File: src/rtl/cordic_pkg.sv
// cordic_pkg: shared types and constants for the iterative CORDIC sequencer.
// Holds the default sizing, the FSM state encoding, the arctangent table
// (binary angle units, 2^(WIDTH-1) = pi, built for WIDTH=9) and the shift
// amounts of the optional gain correction (enabled by CORDIC_GAIN_COMP_EN).
package cordic_pkg;
   localparam int WIDTH_DEF = 9;
   localparam int ITER_DEF  = 8;
   localparam int CNT_W_DEF = 4;
   typedef enum logic [1:0] {IDLE, RUN, COMP, DONE} state_t;
   localparam int ATAN_N = 8;
   localparam int ATAN [ATAN_N] = '{64, 38, 20, 10, 5, 3, 1, 1};
   localparam int GC_SH0 = 1;
   localparam int GC_SH1 = 3;
   localparam int GC_SH2 = 6;
   localparam int GC_SH3 = 9;
   // Indices past the table read as zero so a wide counter can never select garbage.
   function automatic int atan_lut(input int i);
      return (i >= 0 && i < ATAN_N) ? ATAN[i] : 0;
   endfunction
endpackage

File: src/rtl/cordic_iter.sv
// cordic_iter: one combinational rotation-mode CORDIC micro-rotation.
// Ports:
//   x, y, z                 current vector and residual angle (two's complement)
//   i                       iteration index (shift amount and ATAN selector)
//   x_nxt, y_nxt, z_nxt     rotated vector and updated residual angle
// Direction comes from the sign of z; all sums wrap modulo 2^WIDTH.
module cordic_iter
   import cordic_pkg::*;
#(
   parameter int WIDTH = WIDTH_DEF,
   parameter int CNT_W = CNT_W_DEF
) (
   input  logic signed [WIDTH-1:0] x,
   input  logic signed [WIDTH-1:0] y,
   input  logic signed [WIDTH-1:0] z,
   input  logic        [CNT_W-1:0] i,
   output logic signed [WIDTH-1:0] x_nxt,
   output logic signed [WIDTH-1:0] y_nxt,
   output logic signed [WIDTH-1:0] z_nxt
);
   logic signed [WIDTH-1:0] xs, ys, a;
   logic neg;
   always_comb begin
      neg   = z[WIDTH-1];
      xs    = x >>> i;
      ys    = y >>> i;
      a     = WIDTH'(atan_lut(int'(i)));
      x_nxt = neg ? x + ys : x - ys;
      y_nxt = neg ? y - xs : y + xs;
      z_nxt = neg ? z + a : z - a;
   end
endmodule

File: src/rtl/cordic_seq_ctrl.sv
// cordic_seq_ctrl: iterative rotation-mode CORDIC sequencer, one micro-rotation per clock.
// Ports:
//   clock                 rising-edge clock
//   reset                 asynchronous active-low reset
//   start                 job request, sampled only while ready=1
//   x_in, y_in, z_in      initial vector and target angle (2^(WIDTH-1) = pi)
//   ready                 high in IDLE only
//   done                  one-cycle pulse when x_out/y_out/z_out are fresh
//   x_out, y_out, z_out   result, held until the next job completes
// Macro CORDIC_GAIN_COMP_EN inserts a COMP state that scales x/y by ~0.6074.
module cordic_seq_ctrl
   import cordic_pkg::*;
#(
   parameter int WIDTH = WIDTH_DEF,
   parameter int ITER  = ITER_DEF,
   parameter int CNT_W = CNT_W_DEF
) (
   input  logic                    clock,
   input  logic                    reset,
   input  logic                    start,
   input  logic signed [WIDTH-1:0] x_in,
   input  logic signed [WIDTH-1:0] y_in,
   input  logic signed [WIDTH-1:0] z_in,
   output logic                    ready,
   output logic                    done,
   output logic signed [WIDTH-1:0] x_out,
   output logic signed [WIDTH-1:0] y_out,
   output logic signed [WIDTH-1:0] z_out
);
`ifdef CORDIC_GAIN_COMP_EN
   localparam state_t AFTER_RUN = COMP;
   function automatic logic signed [WIDTH-1:0] gain_comp(input logic signed [WIDTH-1:0] v);
      return (v >>> GC_SH0) + (v >>> GC_SH1) - (v >>> GC_SH2) - (v >>> GC_SH3);
   endfunction
`else
   localparam state_t AFTER_RUN = DONE;
`endif
   state_t state, state_nxt;
   logic [CNT_W-1:0] cnt;
   logic signed [WIDTH-1:0] x_r, y_r, z_r, x_n, y_n, z_n;
   logic last;

   cordic_iter #(.WIDTH(WIDTH), .CNT_W(CNT_W)) u_iter (
      .x(x_r), .y(y_r), .z(z_r), .i(cnt),
      .x_nxt(x_n), .y_nxt(y_n), .z_nxt(z_n)
   );

   always_ff @(posedge clock or negedge reset)
      if (!reset) state <= IDLE;
      else        state <= state_nxt;

   always_comb begin
      state_nxt = state;
      last      = cnt == CNT_W'(ITER - 1);
      case (state)
         IDLE:    state_nxt = start ? RUN : IDLE;
         RUN:     state_nxt = last ? AFTER_RUN : RUN;
         COMP:    state_nxt = DONE;
         default: state_nxt = IDLE;
      endcase
      ready = state == IDLE;
      done  = state == DONE;
   end

   always_ff @(posedge clock or negedge reset)
      if (!reset) begin
         cnt   <= '0;
         x_r   <= '0;
         y_r   <= '0;
         z_r   <= '0;
         x_out <= '0;
         y_out <= '0;
         z_out <= '0;
      end else begin
         case (state)
            IDLE: if (start) begin
               x_r <= x_in;
               y_r <= y_in;
               z_r <= z_in;
               cnt <= '0;
            end
            RUN: begin
               x_r <= x_n;
               y_r <= y_n;
               z_r <= z_n;
               cnt <= cnt + CNT_W'(1);
`ifndef CORDIC_GAIN_COMP_EN
               // Without correction the last rotation feeds the outputs directly.
               if (last) begin
                  x_out <= x_n;
                  y_out <= y_n;
                  z_out <= z_n;
               end
`endif
            end
`ifdef CORDIC_GAIN_COMP_EN
            COMP: begin
               x_out <= gain_comp(x_r);
               y_out <= gain_comp(y_r);
               z_out <= z_r;
            end
`endif
            default: ;
         endcase
      end
endmodule

File: config.mk
export PLATFORM = sky130hd
export DESIGN_NAME = cordic_seq_ctrl
export DESIGN_NICKNAME = d
export VERILOG_FILES = /design/src/rtl/cordic_pkg.sv /design/src/rtl/cordic_iter.sv /design/src/rtl/cordic_seq_ctrl.sv
export SDC_FILE = /design/constraint.sdc
export NUM_CORES = 1
export LEC_CHECK = 0
export ABC_CLOCK_PERIOD_IN_PS = 3900
export BUFFER_PORTS_ARGS = -buffer_cell sky130_fd_sc_hd__buf_2
export CAP_MARGIN = 40
export CORE_MARGIN = 5
export CORE_UTILIZATION = 55
export CTS_BUF_LIST = sky130_fd_sc_hd__clkbuf_4
export CTS_CLUSTER_SIZE = 30
export DETAILED_ROUTE_END_ITERATION = 8
export PLACE_DENSITY = 0.91
export SYNTH_ARGS = -nofsm -noshare
export SYNTH_HDL_FRONTEND = slang
export SYNTH_SLANG_ARGS = --single-unit
File: constraint.sdc
create_clock -name clock -period 3.9 [get_ports clock]
set_input_delay 0.78 -clock clock [delete_from_list [all_inputs] [get_ports clock]]
set_output_delay 0.78 -clock clock [all_outputs]
set_load 0.02 [all_outputs]
# Word-level counts from Yosys, hierarchy flattened

Memory sizes are Yosys's and may differ from the RTL's.
Cells that the tools add are included.

Register bits: 60
Latch bits: 0
Memory bits (writable): 0
Memory bits (read-only): 256
Bits of input ports: 30
Output and inout bits: 29
Logic and storage cells: 47
Memories: 1

Memory list:

| name            | words | bits a word | rd ports | clocked after memory_dff | write ports | line             | RTL |
|---|---|---|---|---|---|---|---|
| (no name shown) | 8     | 32          | 1        | 0                        | 0           | cordic_pkg.sv:18 | `return (i >= 0 && i < ATAN_N) ? ATAN[i] : 0;` |

Add/sub/neg operators: 7
Multiply operators: 0
Divide/modulo/power cells: 0
Magnitude comparators: 2
Equality and inequality tests: 5
Shifts and indexed selects: 2
Multiplexer cells: 17
Bitwise logic cells: 1
Reductions and logical operators: 4

Operators by type and width:

| operator                                                               | number |
|---|---|
| 9-bit 2-to-1 mux                                                       | 9 |
| 9-bit one-hot mux with 2 select lines                                  | 3 |
| 32-bit by 4-bit >= comparator with 1-bit output, second input constant | 1 |
| 4-bit inverter with 32-bit output                                      | 1 |
| 9-bit adder                                                            | 3 |
| 9-bit subtractor                                                       | 3 |
| 9-bit by 4-bit >>> shifter with 9-bit output                           | 2 |
| 4-bit one-hot mux with 2 select lines                                  | 1 |
| 2-bit one-hot mux with 3 select lines                                  | 1 |
| 4-bit by 1-bit adder with 4-bit output, second input constant          | 1 |
| 2-bit equality test, second input constant                             | 2 |
| 4-bit by 3-bit equality test with 1-bit output, second input constant  | 1 |
| 4-bit less-than comparator, second input constant                      | 1 |
| 4-bit 2-to-1 mux                                                       | 1 |
| 2-bit AND reduction                                                    | 2 |
| 2-bit by 1-bit equality test with 1-bit output, second input constant  | 1 |
| 2-bit zero test                                                        | 1 |
| 2-bit 2-to-1 mux                                                       | 1 |
| 2-bit inequality test, second input constant                           | 1 |
| 2-bit nonzero test                                                     | 1 |
| 1-bit 2-to-1 mux                                                       | 1 |

# Depth between registers and ports, before layout

Depth in word-level cells: 8
Depth in mapped cells: 21
Mapped depth without buffers: 18

# Hierarchy

A second synthesis with hierarchy kept.

Cell total of the unflattened synthesis: 522
Area, all modules: 4951.0 um^2

By module, submodules not included:

| module          | times used | cells each | area an instance (um^2) | sequential area each (um^2) |
|---|---|---|---|---|
| cordic_seq_ctrl | 1          | 209        | 2661.3                  | 1501.4 |
| cordic_iter     | 1          | 313        | 2289.7                  | 0.0 |

# Least setup slack after synthesis

Ideal clock, no wire load.

Kind: register to register
Start: register cnt[1]
End: register x_r[8]
Setup time: 0.132 ns
Data arrival time: 3.736 ns
Required time: 3.768 ns
Slack: 0.032 ns
Cell stages (with the launch flop): 21
Buffers on the path: 2
Period minus slack after synthesis: 3.868 ns
Cell sequence: dfrtp_1 > clkbuf_1 > buf_2 > mux2_2 > mux2i_1 > nor2_1 > a211oi_1 > nor2_1 > inv_1 > ha_1 > inv_1 > nor4_1 > a31oi_1 > xor2_1 > ha_1 > or3_1 > o21ai_0 > a21oi_1 > xnor2_1 > and2_1 > o22ai_1

Word-level cells in the longest chain between the ends: 4
Elaborated cells between the ends (all ways): 5
Those cells by class: add/sub: 2; shift: 1; mux: 2

Ends and longest elaborated chain:

| item                                             | line                  | RTL |
|---|---|---|
| start, declared                                  | cordic_seq_ctrl.sv:39 | `logic [CNT_W-1:0] cnt;` |
| start signal, assigned                           | cordic_seq_ctrl.sv:86 | `cnt <= cnt + CNT_W'(1);` |
| 9-bit by 4-bit >>> shifter with 9-bit output (*) | cordic_iter.sv:26     | `ys = y >>> i;` |
| 9-bit subtractor or 9-bit adder (tied branches)  | cordic_iter.sv:28     | `x_nxt = neg ? x + ys : x - ys;` |
| 9-bit 2-to-1 mux (*)                             | cordic_iter.sv:28     |  |
| 9-bit one-hot mux with 2 select lines (*)        | cordic_seq_ctrl.sv:75 | `case (state)` |
| end signal, assigned                             | cordic_seq_ctrl.sv:77 | `x_r <= x_in;` |
| end signal, assigned                             | cordic_seq_ctrl.sv:83 | `x_r <= x_n;` |
| end, declared                                    | cordic_seq_ctrl.sv:40 | `logic signed [WIDTH-1:0] x_r, y_r, z_r, x_n, y_n, z_n;` |

Mark *: on every way between the ends. The rest lies on a longest branch, timed or not.
A chain may end at the register's enable or synchronous reset.

# Worst setup path after layout

Start: register cnt[0]
End: register x_r[5]

The elaborated chain is that of the path after synthesis.

==> reports/metrics.csv <==
stage;metric;value;unit
synthesis;top cells by area, synth;dfrtp_1 32%, ha_1 9.2%, o21ai_0 6.1%;
synthesis;cells after synthesis;547;
finish;final core utilization;64.9;%
critical_path;RR Endpoint;x_r[5]$_DFFE_PN0P_;
sta;setup ws final;0.114;ns
floorplanning;Die Ht;103;um
clock_tree;CTS tree;yes;
critical_path;reg2reg start;cnt[0]$_DFFE_PN0P_;
critical_path;Worst R2R Setup Slack;0.11;ns
outcome;status;finished, final reports clean;
place;RePlAce Congestion;0.987;
synthesis;Main synth FF type;dfrtp_1;
routing;top sig layer;met4;
critical_path;Critical Path RT;4.19;ns
synthesis;number of library cell types mapped by synthesis;55;
clock_tree;Root Buffer Master;clkbuf_4;
routing;metal2 WL;7.03;mm
hold_path;Hold Path Class;in2async;
routing;vias post-DR;4580;
synthesis;syn avg cell area;8.68;um2
global_routing;first-pass GRT wire length;22.4;mm
critical_path;Setup crit start kind;register;
sta;final setup fails;0;
floorplanning;num ports;59;
run;Max Cap Viol;0;
synthesis;asr flop ratio synth;100;%
synthesis;Net Count, Synth;615;
routing;Iter 0 DRT Violations;371;
synthesis;sequential area share after synthesis;31.6;%
clock_tree;H-tree Lvls;3;
clock_tree;clock sink count;60;
sta;Least-Margin Pin Slew;0.593;ns
finish;most common cell after layout, fill and taps aside;nand2_1;
sta;Worst Skew;0.0172;ns
finish;Layout area overhead;16.8;%
floorplanning;Initial Utilization;55.5;%
routing;wire length on met3;944;um
place;# port buffers;58;
sta;fmax;264;MHz
global_routing;vias in the first global route;4637;
floorplanning;die area;10600;um2
clock_tree;Max Root-Sink Buffers;2;
floorplanning;row cnt;34;
sta;Slew Limit Headroom;60.3;%
place;pre-CTS setup slack;-0.0581;ns
routing;drt pass-1 iters;5;
finish;final instance area;5550;um2
sta;min Tclk post-route;3.79;ns
global_routing;largest net degree at the start of global routing;41;
synthesis;most area-hungry cell type in the Yosys netlist;dfrtp_1;
place;post-place instance area;5350;um2
floorplanning;Core ar.;8550;um2
floorplanning;Die W;103;um
finish;fin nets;694;
finish;number of filler cells placed in the layout;648;
critical_path;critical path type;reg2reg;
routing;ANT nets after route;0;
synthesis;Synth top area share;31.6;%
finish;layout cell share with drive strength beyond 1;24.1;%
routing;Vias per Instance;6.20;
place;dpl hpwl;10.6;mm
synthesis;post-synth design cell area;4750;um2
clock_tree;CTS buffer count;9;
sta;crit share post-route;97.1;%
global_routing;initial antenna violation count;0;
routing;final WL;13.9;mm
routing;Routed WL per cell;18.8;um
sta;Slew Limit Fails;0;
synthesis;#FFs+latches synth;60;
synthesis;EDFF count, synth;0;
routing;# DRC;0;
clock_tree;Hold-fix buffers, CTS;0;
sta;RSZ-0062 raised after global routing;yes;
clock_tree;later-pin clock latency in the skew report;0.41;ns
synthesis;number of synthesis warnings;0;
routing;met1 WL;5.29;mm
global_routing;GRT Overall Usage;27.0;%
critical_path;CP Capture Type;register;
global_routing;remaining global-route overflow;0;
critical_path;arrival time worst endpoint;4.07;ns
critical_path;CP Max Fanout;20;
finish;commonest non-fill, non-tap cells in the layout;60 x nand2_1, 59 x dfrtp_1, 58 x buf_2, 52 x o21ai_0, 43 x nor2_1;
clock_tree;clk slew on worst S/H paths;0.11;ns
sta;final hold violations;0;
critical_path;R2R depth;15;
finish;Antenna diodes;0;
==> synthesized netlist by cell type (all sizes together) (12+ instances only) <==
cell and instances:
a21oi 44, clkbuf 23, dfrtp 60, ha 35, inv 30, mux2 19
mux2i 16, nand2 60, nor2 43, nor2b 12, o21ai 59, xnor2 21
xor2 13
==> worst max-delay path: stages, from the launching register on <==
cell and delay (ns):
dfrtp_1 0.42, buf_6 0.24, mux4_2 0.54, a221o_1 0.40
nor3_2 0.29, nor2_1 0.09, xnor2_1 0.17, ha_1 0.31
inv_1 0.07, o21ai_0 0.25, a21oi_1 0.13, buf_4 0.15
buf_4 0.12, xnor2_1 0.19, o21ai_0 0.14, o21a_1 0.14
==> what timing repair did <==
| item | in CTS | in global routing |
|---|---|---|
| setup buffers | 0 | 3 |
| pin swaps | 0 | 5 |
| endpoints found under the setup margin | 7 | 19 |
| gates cloned | 0 | 0 |
| gates resized for setup | 1 | 21 |
| hold endpoints to repair | 0 | 0 |
==> cell type report <==
type	instances	area, um2	area share (%)
Timing Repair Buffer	99	626	11.3
Clock buffer	10	75.1	1.35
Inverter	31	116	2.10
Multi-Input combinational cell	425	3040	54.7
Sequential cell	60	1500	27.1
Clock inverter	6	55.1	0.993
Tap cell	108	135	2.44
==> worst max path at each step <==
stage / start / to / slack, ns
floorplan: cnt[1]$_DFFE_PN0P_ / x_r[8]$_DFFE_PN0P_ / 0.03
global placement: cnt[1]$_DFFE_PN0P_ / y_out[7]$_DFFE_PN0P_ / 0.11
detailed placement: cnt[1]$_DFFE_PN0P_ / y_out[7]$_DFFE_PN0P_ / -0.06
CTS: cnt[0]$_DFFE_PN0P_ / x_out[7]$_DFFE_PN0P_ / 0.03
global route: cnt[0]$_DFFE_PN0P_ / x_r[8]$_DFFE_PN0P_ / -0.04
finish: cnt[0]$_DFFE_PN0P_ / x_r[5]$_DFFE_PN0P_ / 0.11
==> sequential cells by signal (all words and copies together), names as in the netlist <==
register / cells
state: 2
x_r: 9
y_r: 9
y_out: 9
cnt: 4
x_out: 9
z_r: 9
z_out: 9
==> cells by family after synthesis <==
family                     synth area share [%]
DFF                                        31.6
adders and majority gates                  10.5
buffers and inverters                      5.24
and+or+nand+nor                            14.8
AOI/OAI and AO/OA                          19.3
xor gates and xnor gates                   6.27
muxes                                      12.4
==> metal layers <==
metal | GRT usage [%] | vias up
met4 | 12.5 | 0
met3 | 4.87 | 66
met1 | 32.1 | 2216
li1 | - | 2081
met2 | 47.4 | 217
met5 | 0 | -
==> through the flow <==
stage | cells | setup TNS, ns | hold WS (ns)
after floorplan | 547 | 0 | 0.456
after global placement | 718 | 0 | 0.460
after detailed placement | 720 | -0.138 | 0.467
after CTS | 736 | 0 | 0.246
after global routing | 739 | -0.0437 | 0.244
final | 739 | 0 | 0.245
Power is not shown: default switching activity piles up to over one toggle a cycle in this logic, so the estimate is an artifact.
